**config.mk**
```make
export PLATFORM = sky130hd
export DESIGN_NAME = phase_freq_detector_flat
export DESIGN_NICKNAME = d
export VERILOG_FILES = /design/src/rtl/phase_freq_detector_if.sv /design/src/rtl/phase_freq_detector.sv /design/src/flat_wrapper.sv
export SDC_FILE = /design/constraint.sdc
export NUM_CORES = 1
export LEC_CHECK = 0
export CAP_MARGIN = 15
export CORE_ASPECT_RATIO = 1.5
export CORE_MARGIN = 2
export CORE_UTILIZATION = 35
export DETAILED_ROUTE_END_ITERATION = 10
export PLACE_DENSITY = 0.58
export SLEW_MARGIN = 30
export SYNTH_ARGS = -nofsm -noshare
export SYNTH_HDL_FRONTEND = slang
export SYNTH_SLANG_ARGS = --single-unit
```
**constraint.sdc**
```tcl
create_clock -name clk -period 2.4 [get_ports clk]
set_input_delay 0.36 -clock clk [delete_from_list [all_inputs] [get_ports clk]]
set_output_delay 0.36 -clock clk [all_outputs]
set_load 0.03 [all_outputs]
```
**src/rtl/phase_freq_detector_if.sv**
```systemverilog
// -----------------------------------------------------------------------------
// phase_freq_detector_if
//   Result bundle produced by phase_freq_detector.
//   master : driven by the detector.
//   slave  : seen by the consumer (loop filter, monitor).
//   Signals:
//     upSig / dnSig : A leads / B leads (decoded from detector state)
//     phaseErr      : signed phase error, CNT_WIDTH bits, held between updates
//     errValid      : one-cycle pulse when phaseErr updates
//     satFlag       : qualifies errValid, magnitude was clipped
//     slipFlag      : qualifies errValid, same input edged twice (cycle slip)
//     errSig        : registered XOR of synchronized inputs (0 unless enabled)
// -----------------------------------------------------------------------------
interface phase_freq_detector_if #(
  parameter int CNT_WIDTH = 8
);
  logic                        upSig;
  logic                        dnSig;
  logic signed [CNT_WIDTH-1:0] phaseErr;
  logic                        errValid;
  logic                        satFlag;
  logic                        slipFlag;
  logic                        errSig;

  modport master (
    output upSig, dnSig, phaseErr, errValid, satFlag, slipFlag, errSig
  );

  modport slave (
    input upSig, dnSig, phaseErr, errValid, satFlag, slipFlag, errSig
  );
endinterface

```
**src/rtl/phase_freq_detector.sv**
```systemverilog
// -----------------------------------------------------------------------------
// phase_freq_detector
//   Three-state phase/frequency detector with a signed lead-time counter.
//   Each asynchronous input is synchronized (SYNC_STAGES flops) and then
//   rising-edge detected by one more register, so an edge is flagged
//   SYNC_STAGES+1 cycles after the pin transition. The FSM measures how many
//   cycles one input leads the other and reports the signed result.
//
//   Ports:
//     clk        : single clock, rising edge
//     rst        : synchronous active-high reset
//     inputSigA  : reference input, asynchronous to clk
//     inputSigB  : feedback (DCO) input, asynchronous to clk
//     pfd        : result bundle (phase_freq_detector_if.master)
//
//   Optional feature: define PFD_XOR_EN to drive errSig with the registered
//   XOR of the synchronized inputs (legacy XOR detector output). Without it
//   errSig is tied to 0 and no XOR logic exists.
// -----------------------------------------------------------------------------
module phase_freq_detector #(
  parameter int CNT_WIDTH   = 8,
  parameter int SYNC_STAGES = 2
) (
  input  logic                          clk,
  input  logic                          rst,
  input  logic                          inputSigA,
  input  logic                          inputSigB,
  phase_freq_detector_if.master         pfd
);

  typedef enum logic [1:0] {
    IDLE   = 2'd0,
    A_LEAD = 2'd1,
    B_LEAD = 2'd2
  } state_t;

  // Largest magnitude representable symmetrically: 2^(CNT_WIDTH-1)-1.
  localparam logic [CNT_WIDTH-1:0] CNT_MAX = {1'b0, {(CNT_WIDTH-1){1'b1}}};
  localparam logic [CNT_WIDTH-1:0] CNT_ONE = {{(CNT_WIDTH-1){1'b0}}, 1'b1};

  // ---------------------------------------------------------------------------
  // Synchronizers and edge detectors
  // ---------------------------------------------------------------------------
  logic [SYNC_STAGES-1:0] sync_a_q, sync_b_q;
  logic                   last_a_q, last_b_q;
  logic                   rise_a_q, rise_b_q;

  always_ff @(posedge clk) begin
    if (rst) begin
      sync_a_q <= '0;
      sync_b_q <= '0;
      last_a_q <= 1'b0;
      last_b_q <= 1'b0;
      rise_a_q <= 1'b0;
      rise_b_q <= 1'b0;
    end else begin
      sync_a_q <= {sync_a_q[SYNC_STAGES-2:0], inputSigA};
      sync_b_q <= {sync_b_q[SYNC_STAGES-2:0], inputSigB};
      last_a_q <= sync_a_q[SYNC_STAGES-1];
      last_b_q <= sync_b_q[SYNC_STAGES-1];
      rise_a_q <= sync_a_q[SYNC_STAGES-1] & ~last_a_q;
      rise_b_q <= sync_b_q[SYNC_STAGES-1] & ~last_b_q;
    end
  end

  // ---------------------------------------------------------------------------
  // FSM and lead counter
  // ---------------------------------------------------------------------------
  state_t                      state_q, state_d;
  logic [CNT_WIDTH-1:0]        cnt_q, cnt_d;
  logic [CNT_WIDTH-1:0]        cnt_inc;
  logic                        sat_now;
  logic signed [CNT_WIDTH-1:0] err_q, err_d;
  logic                        valid_q, valid_d;
  logic                        sat_q, sat_d;
  logic                        slip_q, slip_d;
  logic                        up_q, dn_q;

  // cnt_q holds the number of completed lead cycles; the closing cycle itself
  // is included by reporting cnt_q+1, clipped at CNT_MAX.
  assign sat_now = (cnt_q == CNT_MAX);
  assign cnt_inc = sat_now ? CNT_MAX : (cnt_q + CNT_ONE);

  always_comb begin
    state_d = state_q;
    cnt_d   = cnt_q;
    err_d   = err_q;
    valid_d = 1'b0;
    sat_d   = 1'b0;
    slip_d  = 1'b0;

    case (state_q)
      IDLE: begin
        cnt_d = '0;
        if (rise_a_q && rise_b_q) begin
          // Coincident edges: zero phase error, no lead state entered.
          valid_d = 1'b1;
          err_d   = '0;
        end else if (rise_a_q) begin
          state_d = A_LEAD;
        end else if (rise_b_q) begin
          state_d = B_LEAD;
        end
      end

      A_LEAD: begin
        cnt_d = cnt_inc;
        if (rise_a_q || rise_b_q) begin
          valid_d = 1'b1;
          err_d   = cnt_inc;
          sat_d   = sat_now;
          cnt_d   = '0;
          if (rise_a_q) begin
            // A edged again: it reopens the measurement. Without a B edge
            // in the same cycle this is a cycle slip.
            slip_d = ~rise_b_q;
          end else begin
            state_d = IDLE;
          end
        end
      end

      B_LEAD: begin
        cnt_d = cnt_inc;
        if (rise_a_q || rise_b_q) begin
          valid_d = 1'b1;
          err_d   = -cnt_inc;
          sat_d   = sat_now;
          cnt_d   = '0;
          if (rise_b_q) begin
            slip_d = ~rise_a_q;
          end else begin
            state_d = IDLE;
          end
        end
      end

      default: begin
        state_d = IDLE;
        cnt_d   = '0;
      end
    endcase
  end

  always_ff @(posedge clk) begin
    if (rst) begin
      state_q <= IDLE;
      cnt_q   <= '0;
      err_q   <= '0;
      valid_q <= 1'b0;
      sat_q   <= 1'b0;
      slip_q  <= 1'b0;
      up_q    <= 1'b0;
      dn_q    <= 1'b0;
    end else begin
      state_q <= state_d;
      cnt_q   <= cnt_d;
      err_q   <= err_d;
      valid_q <= valid_d;
      sat_q   <= sat_d;
      slip_q  <= slip_d;
      // Direction outputs are registered copies of the state so they are
      // glitch-free flop outputs that track state_q exactly.
      up_q    <= (state_d == A_LEAD);
      dn_q    <= (state_d == B_LEAD);
    end
  end

  assign pfd.upSig    = up_q;
  assign pfd.dnSig    = dn_q;
  assign pfd.phaseErr = err_q;
  assign pfd.errValid = valid_q;
  assign pfd.satFlag  = sat_q;
  assign pfd.slipFlag = slip_q;

  // ---------------------------------------------------------------------------
  // Legacy XOR detector output
  // ---------------------------------------------------------------------------
`ifdef PFD_XOR_EN
  logic err_sig_q;

  always_ff @(posedge clk) begin
    if (rst) begin
      err_sig_q <= 1'b0;
    end else begin
      err_sig_q <= sync_a_q[SYNC_STAGES-1] ^ sync_b_q[SYNC_STAGES-1];
    end
  end

  assign pfd.errSig = err_sig_q;
`else
  assign pfd.errSig = 1'b0;
`endif

endmodule

```
**src/flat_wrapper.sv**
```systemverilog
// flat-port wrapper written by rule: the top's interface ports become plain ports
module phase_freq_detector_flat 
#(
  parameter int CNT_WIDTH   = 8,
  parameter int SYNC_STAGES = 2
)
  (clk, rst, inputSigA, inputSigB, pfd_upSig, pfd_dnSig, pfd_phaseErr, pfd_errValid, pfd_satFlag, pfd_slipFlag, pfd_errSig);
  phase_freq_detector_if #(.CNT_WIDTH(CNT_WIDTH)) pfd_i ();
  input  logic clk;
  input  logic rst;
  input  logic inputSigA;
  input  logic inputSigB;
  output wire logic [$bits(pfd_i.upSig)-1:0] pfd_upSig;
  output wire logic [$bits(pfd_i.dnSig)-1:0] pfd_dnSig;
  output wire logic [$bits(pfd_i.phaseErr)-1:0] pfd_phaseErr;
  output wire logic [$bits(pfd_i.errValid)-1:0] pfd_errValid;
  output wire logic [$bits(pfd_i.satFlag)-1:0] pfd_satFlag;
  output wire logic [$bits(pfd_i.slipFlag)-1:0] pfd_slipFlag;
  output wire logic [$bits(pfd_i.errSig)-1:0] pfd_errSig;
  assign pfd_upSig = pfd_i.upSig;
  assign pfd_dnSig = pfd_i.dnSig;
  assign pfd_phaseErr = pfd_i.phaseErr;
  assign pfd_errValid = pfd_i.errValid;
  assign pfd_satFlag = pfd_i.satFlag;
  assign pfd_slipFlag = pfd_i.slipFlag;
  assign pfd_errSig = pfd_i.errSig;
  phase_freq_detector #(.CNT_WIDTH(CNT_WIDTH), .SYNC_STAGES(SYNC_STAGES)) u_core (.clk(clk), .rst(rst), .inputSigA(inputSigA), .inputSigB(inputSigB), .pfd(pfd_i));
endmodule
```
## Yosys cells after proc, flatten, opt, wreduce, memory -nomap -nowiden

Index checks and enable logic that the tools add are counted.

- Bits in registers: 31
- Input bits: 4
- Output and inout bits: 14
- Logic and storage cells: 61

- Add/sub/neg operators: 2
- Equal/unequal tests: 8
- Muxes and demuxes: 21
- Bitwise logic cells: 8
- Reductions and logical operators: 8

Operators with widths:

| operator | count |
|---|---|
| 8-bit 2-to-1 mux | 4 |
| 8-bit one-hot mux with 3 select lines | 1 |
| 2-bit 2-to-1 mux | 7 |
| 8-bit by 1-bit adder with 8-bit output (second input constant) | 1 |
| 8-bit by 7-bit == test with 1-bit output (second input constant) | 1 |
| 8-bit negation | 1 |
| 1-bit 2-to-1 mux | 6 |
| 2-bit by 1-bit != test with 1-bit output (second input constant) | 3 |
| 1-bit inverter | 6 |
| 2-bit one-hot mux with 3 select lines | 1 |
| 3-bit OR reduction | 2 |
| 2-bit by 1-bit == test with 1-bit output (second input constant) | 2 |
| 2-bit == test (second input constant) | 2 |
| 1-bit one-hot mux with 2 select lines | 2 |
| 4-bit AND reduction | 1 |
| 3-bit nonzero test | 1 |
| 1-bit bitwise AND | 2 |
| 2-bit zero test | 1 |
| 2-bit OR reduction | 1 |
| 1-bit logical AND | 1 |
| 1-bit logical OR | 1 |

## Longest topological paths before layout

- Depth after elaboration: 5
- Depth in mapped cells: 12
- Mapped depth without buffers: 10

## Least setup slack after synthesis

Ideal clock, no wire load.

- Path kind: register to register
- Start point: register u_core.cnt_q[0]
- End point: register u_core.err_q[4], in the netlist u_core.pfd.phaseErr[4]
- Setup time: 0.071 ns
- Arrival: 2.554 ns
- Data required time: 2.329 ns
- Slack: -0.224 ns
- Cell stages (with the launch flop): 13
- Path buffers: 2
- Clock period less this slack: 2.624 ns
- Cells stage by stage: dfxtp_1 -> ha_1 -> clkbuf_1 -> and4_1 -> nand3_1 -> clkbuf_1 -> and2_1 -> ha_1 -> inv_1 -> a211oi_1 -> nor3_1 -> or3b_2 -> a21oi_1

- Word-level cells in the longest chain between the ends: 5
- Elaborated cells between the ends (all ways): 7
- Those cells by class: 2 x add/sub; 1 x eq/ne; 4 x mux

Ends and longest elaborated chain:

| item | line | source |
|---|---|---|
| from (decl) | phase_freq_detector.sv:70 | `logic [CNT_WIDTH-1:0] cnt_q, cnt_d;` |
| from (signal assigned) | phase_freq_detector.sv:157 | `cnt_q <= cnt_d;` |
| 8-bit by 1-bit adder with 8-bit output / 8-bit by 7-bit == test with 1-bit output (equally long branches) | phase_freq_detector.sv:82, phase_freq_detector.sv:81 |  |
| 8-bit 2-to-1 mux * | phase_freq_detector.sv:82 | `assign cnt_inc = sat_now ? CNT_MAX : (cnt_q + CNT_ONE);` |
| 8-bit negation | phase_freq_detector.sv:127 | `err_d = -cnt_inc;` |
| 8-bit 2-to-1 mux | phase_freq_detector.sv:125 | `if (rise_a_q \|\| rise_b_q) begin` |
| 8-bit one-hot mux with 3 select lines * | phase_freq_detector.sv:92 | `case (state_q)` |
| to (signal assigned) | phase_freq_detector.sv:158 | `err_q <= err_d;` |
| to (decl) | phase_freq_detector.sv:73 | `logic signed [CNT_WIDTH-1:0] err_q, err_d;` |

Every way passes the cells marked *; elsewhere a longest branch is shown, timed or not. The select of a mux whose other input is x is not followed.
A chain may end at the register's enable or synchronous reset.

## Final worst setup path

- Start point: register u_core.cnt_q[2]
- End point: register u_core.err_q[4], in the netlist u_core.pfd.phaseErr[4]

The elaborated chain is that of the path after synthesis.

==> implementation parameters <==
Parameter                              Value

Logic synthesis
  Ys async rst share    0%
  Syn nets    195
  EDFF count, synth    0
  Cell accounting for the most synthesized area    sky130_fd_sc_hd__dfxtp_1
  Netlist area before placement    1620 um2
  Ranking of synthesized cells by instance count    sky130_fd_sc_hd__dfxtp_1 (31), sky130_fd_sc_hd__a21oi_1 (12), sky130_fd_sc_hd__nor2_1 (12)
  Fraction of the yosys area taken by sequential cells    38.2%
  Gate Count Post-Synth    185
  Average cell area after synthesis    8.77 um2
  Number of unique standard cell types used by synthesis    50
  Warnings from Yosys    0
  Area share of the largest cell type after synthesis    38.2%
  Largest cells by area after synthesis    sky130_fd_sc_hd__dfxtp_1 (38%), sky130_fd_sc_hd__ha_1 (4.6%), sky130_fd_sc_hd__a21oi_1 (3.7%), sky130_fd_sc_hd__nor2b_1 (3.5%), sky130_fd_sc_hd__nor2_1 (2.8%)
  Total of flip-flops plus latches after synthesis    31
  Most frequently used cell type in the post-synthesis netlist    sky130_fd_sc_hd__dfxtp_1
  Synth Flop Type    sky130_fd_sc_hd__dfxtp_1

Setup path
  Cells traversed along the worst timing path    and4_4 > nand3_1 > and2_1 > ha_2 > inv_1 > a211oi_2 > o21ai_0 > or3b_2 > a21oi_1
  Largest stage delay on the critical path    480 ps
  Crit Path Max Fanout    8
  Standard cell with the maximum stage delay on the critical path    sky130_fd_sc_hd__dfxtp_1
  Worst Path Required    2620 ps
  Crit Path Category    register to register
  Critical path arrival    2460 ps
  Startpoint Class    register
  Kind of end point of the critical path    register

Finish
  Cell area after layout    2000 um2
  Count of nets after finishing    217
  Finished Core Util    44.4%
  Ant diodes    0
  Signed area change from the synthesized netlist to the final layout    23.1%
  Layout cell share with drive strength beyond 1    17.8%
  Fill count    463

Floorplanning
  Total number of placement rows    30
  Io pins    18
  Initial cell density of the core    36.0%
  Die boundary height    87.4 um
  Die area    5210 um2
  Die Span X    59.6 um
  Core ar.    4500 um2

Clocking
  Largest buffer count on any clock path    2
  Post-CTS setup buffer count    0
  Cell chosen for the clock root    sky130_fd_sc_hd__clkbuf_8
  CTS clk-pin slew, worst paths    70 ps
  Hold bufs inserted after CTS    0
  TritonCTS clock tree    built
  Total clock sinks    31
  Htree depth    2
  Worst skew pair latency    280 ps
  Clock buffers created by TritonCTS    5

Job
  Max-Cap Viols    0

STA
  Final number of hold-violating endpoints    0
  Final critical-path required period    2240 ps
  Worst setup skew after layout    6.02 ps
  Post-route setup TNS    0 ps
  Final max-slew violation count    0
  Fmax    0.447 GHz
  Unrepaired setup endpoints after global routing    false
  Final Cycle Share    93.2%
  # setup viols final    0

Pwr
  Ratio of total power to cell area    575 nW/um2
  Leakage    0.716 nW
  Worst voltage drop across the vdd grid    538 uV

Detailed routing
  Detailed Routing Iterations Pass 1    4
  DR DRC count    0
  Average wire length per cell after detail routing    14.4 um
  Top sig layer    met4
  Wire length reported by the detailed router    3690 um
  Initial DRC count    28
  Wire length on met3    85 um
  Vias per std cell    5.42
  Number of nets with antenna violations after routing    0
  Via count    1388
  DR WL met2    2020 um
  Total routed wire length on the met1 layer    1480 um

GRT
  Number of antenna violations at the first check in global routing    0
  Global-route usage over all layers    15.2%
  Vias in the first global route    1337
  Global-route wire length before repair    6020 um
  Maximum number of pins on one net before global-route repair    20
  Leftover overflow at the end of global routing    0

Place
  Count of input and output buffers    16
  Final weighted congestion in routability-driven placement    0.874
  Instance area at placement    1870 um2
  Placed wire-length estimate    2740 um

Status
  Status    finished, final reports clean

Min path
  Worst hold-check path type    register to register
==> where the power goes <==
group          total [mW]  internal, mW  switching (mW)
logic              0.0880        0.0379          0.0501
registers           0.529         0.523         0.00604
clock network       0.531         0.336           0.196
==> area by class of cell <==
class	instances	area, um2	area share, %
well taps	48	60.1	3.01
inverters	9	33.8	1.69
flip-flops and latches	31	622	31.1
clock inverters	2	35.0	1.75
multi-input cells	132	915	45.8
clock buffers	6	82.6	4.13
repair buffers	28	250	12.5
==> critical path: cells and delay by family (launching register included) <==
family          cells  cell delay [ps]
buf+inv             1               80
fa+ha+maj           1              220
simple gates        4             1070
compound gates      3              320
flops               1              480
==> per-layer routing <==
metal / GRT usage [%] / vias to the layer above
met5: 0 / -
met4: 7.88 / 0
met3: 2.97 / 10
met2: 27.8 / 22
met1: 15.9 / 649
li1: - / 707
==> kinds of logic (layout without fill, tap and decap cells) <==
| logic type | after synthesis | count (layout) | share of synthesized area [%] |
|---|---|---|---|
| AO/OA/AOI/OAI | 46 | 46 | 20.2 |
| buffers and inverters | 22 | 45 | 6.55 |
| XOR/XNOR | 5 | 5 | 2.70 |
| adder cells (fa/ha/maj) | 7 | 7 | 5.24 |
| multiplexers | 2 | 2 | 1.23 |
| AND/OR/NAND/NOR | 71 | 71 | 25.6 |
| flip-flops | 31 | 31 | 38.2 |
| other | 1 | 1 | 0.231 |
==> stage by stage <==
step | hold WS (ps) | cells | total power [mW] | setup WS (ps)
floorplan | 367 | 185 | 0.605 | 4.70
global placement | 377 | 248 | 0.629 | 135
detailed placement | 379 | 248 | 0.629 | 107
CTS | 389 | 256 | 1.17 | 87.7
global route | 398 | 256 | 1.19 | 15.9
finish | 385 | 256 | 1.15 | 164
==> flip-flops by register name, indices dropped and copies added (netlist names), 2 cells and up <==
name,cells
u_core.cnt_q,8
u_core.sync_a_q,2
u_core.state_q,2
u_core.pfd.phaseErr,8
u_core.sync_b_q,2
==> cells in the final DEF (no fill, tap or decap), types with 3 or more instances in the layout <==
master and instances:
sky130_fd_sc_hd__dfxtp_1 30, sky130_fd_sc_hd__clkdlybuf4s50_1 16, sky130_fd_sc_hd__nor2_1 12, sky130_fd_sc_hd__a21oi_1 12
sky130_fd_sc_hd__buf_4 12, sky130_fd_sc_hd__nand2_1 10, sky130_fd_sc_hd__inv_1 9, sky130_fd_sc_hd__nand3_1 8
sky130_fd_sc_hd__o21ai_0 8, sky130_fd_sc_hd__nor2b_1 8, sky130_fd_sc_hd__clkbuf_8 6, sky130_fd_sc_hd__xnor2_1 5
sky130_fd_sc_hd__nor3_1 5, sky130_fd_sc_hd__ha_1 5, sky130_fd_sc_hd__nand3b_1 4, sky130_fd_sc_hd__nand2b_1 3
sky130_fd_sc_hd__a211o_1 3, sky130_fd_sc_hd__or2_2 3, sky130_fd_sc_hd__a32oi_1 3, sky130_fd_sc_hd__a2bb2oi_1 3
==> final timing paths <==
| check | startpoint | endpoint | slack [ps] | cells after the start |
|---|---|---|---|---|
| hold / removal | u_core.last_a_q | u_core.rise_a_q | 380 | 1 |
| setup / recovery | u_core.cnt_q[2] | u_core.pfd.phaseErr[4] | 160 | 9 |
| setup reg to reg | u_core.cnt_q[2] | u_core.pfd.phaseErr[4] | 160 | 9 |
| hold reg to reg | u_core.last_a_q | u_core.rise_a_q | 380 | 1 |
==> timing repair <==
item | 4_1_cts | 5_1_grt
hold endpoints to repair | 0 | 0
resized for setup | 0 | 3
endpoints found under the setup margin | 0 | 1
Note: power is estimated with default switching activity, not from simulation.
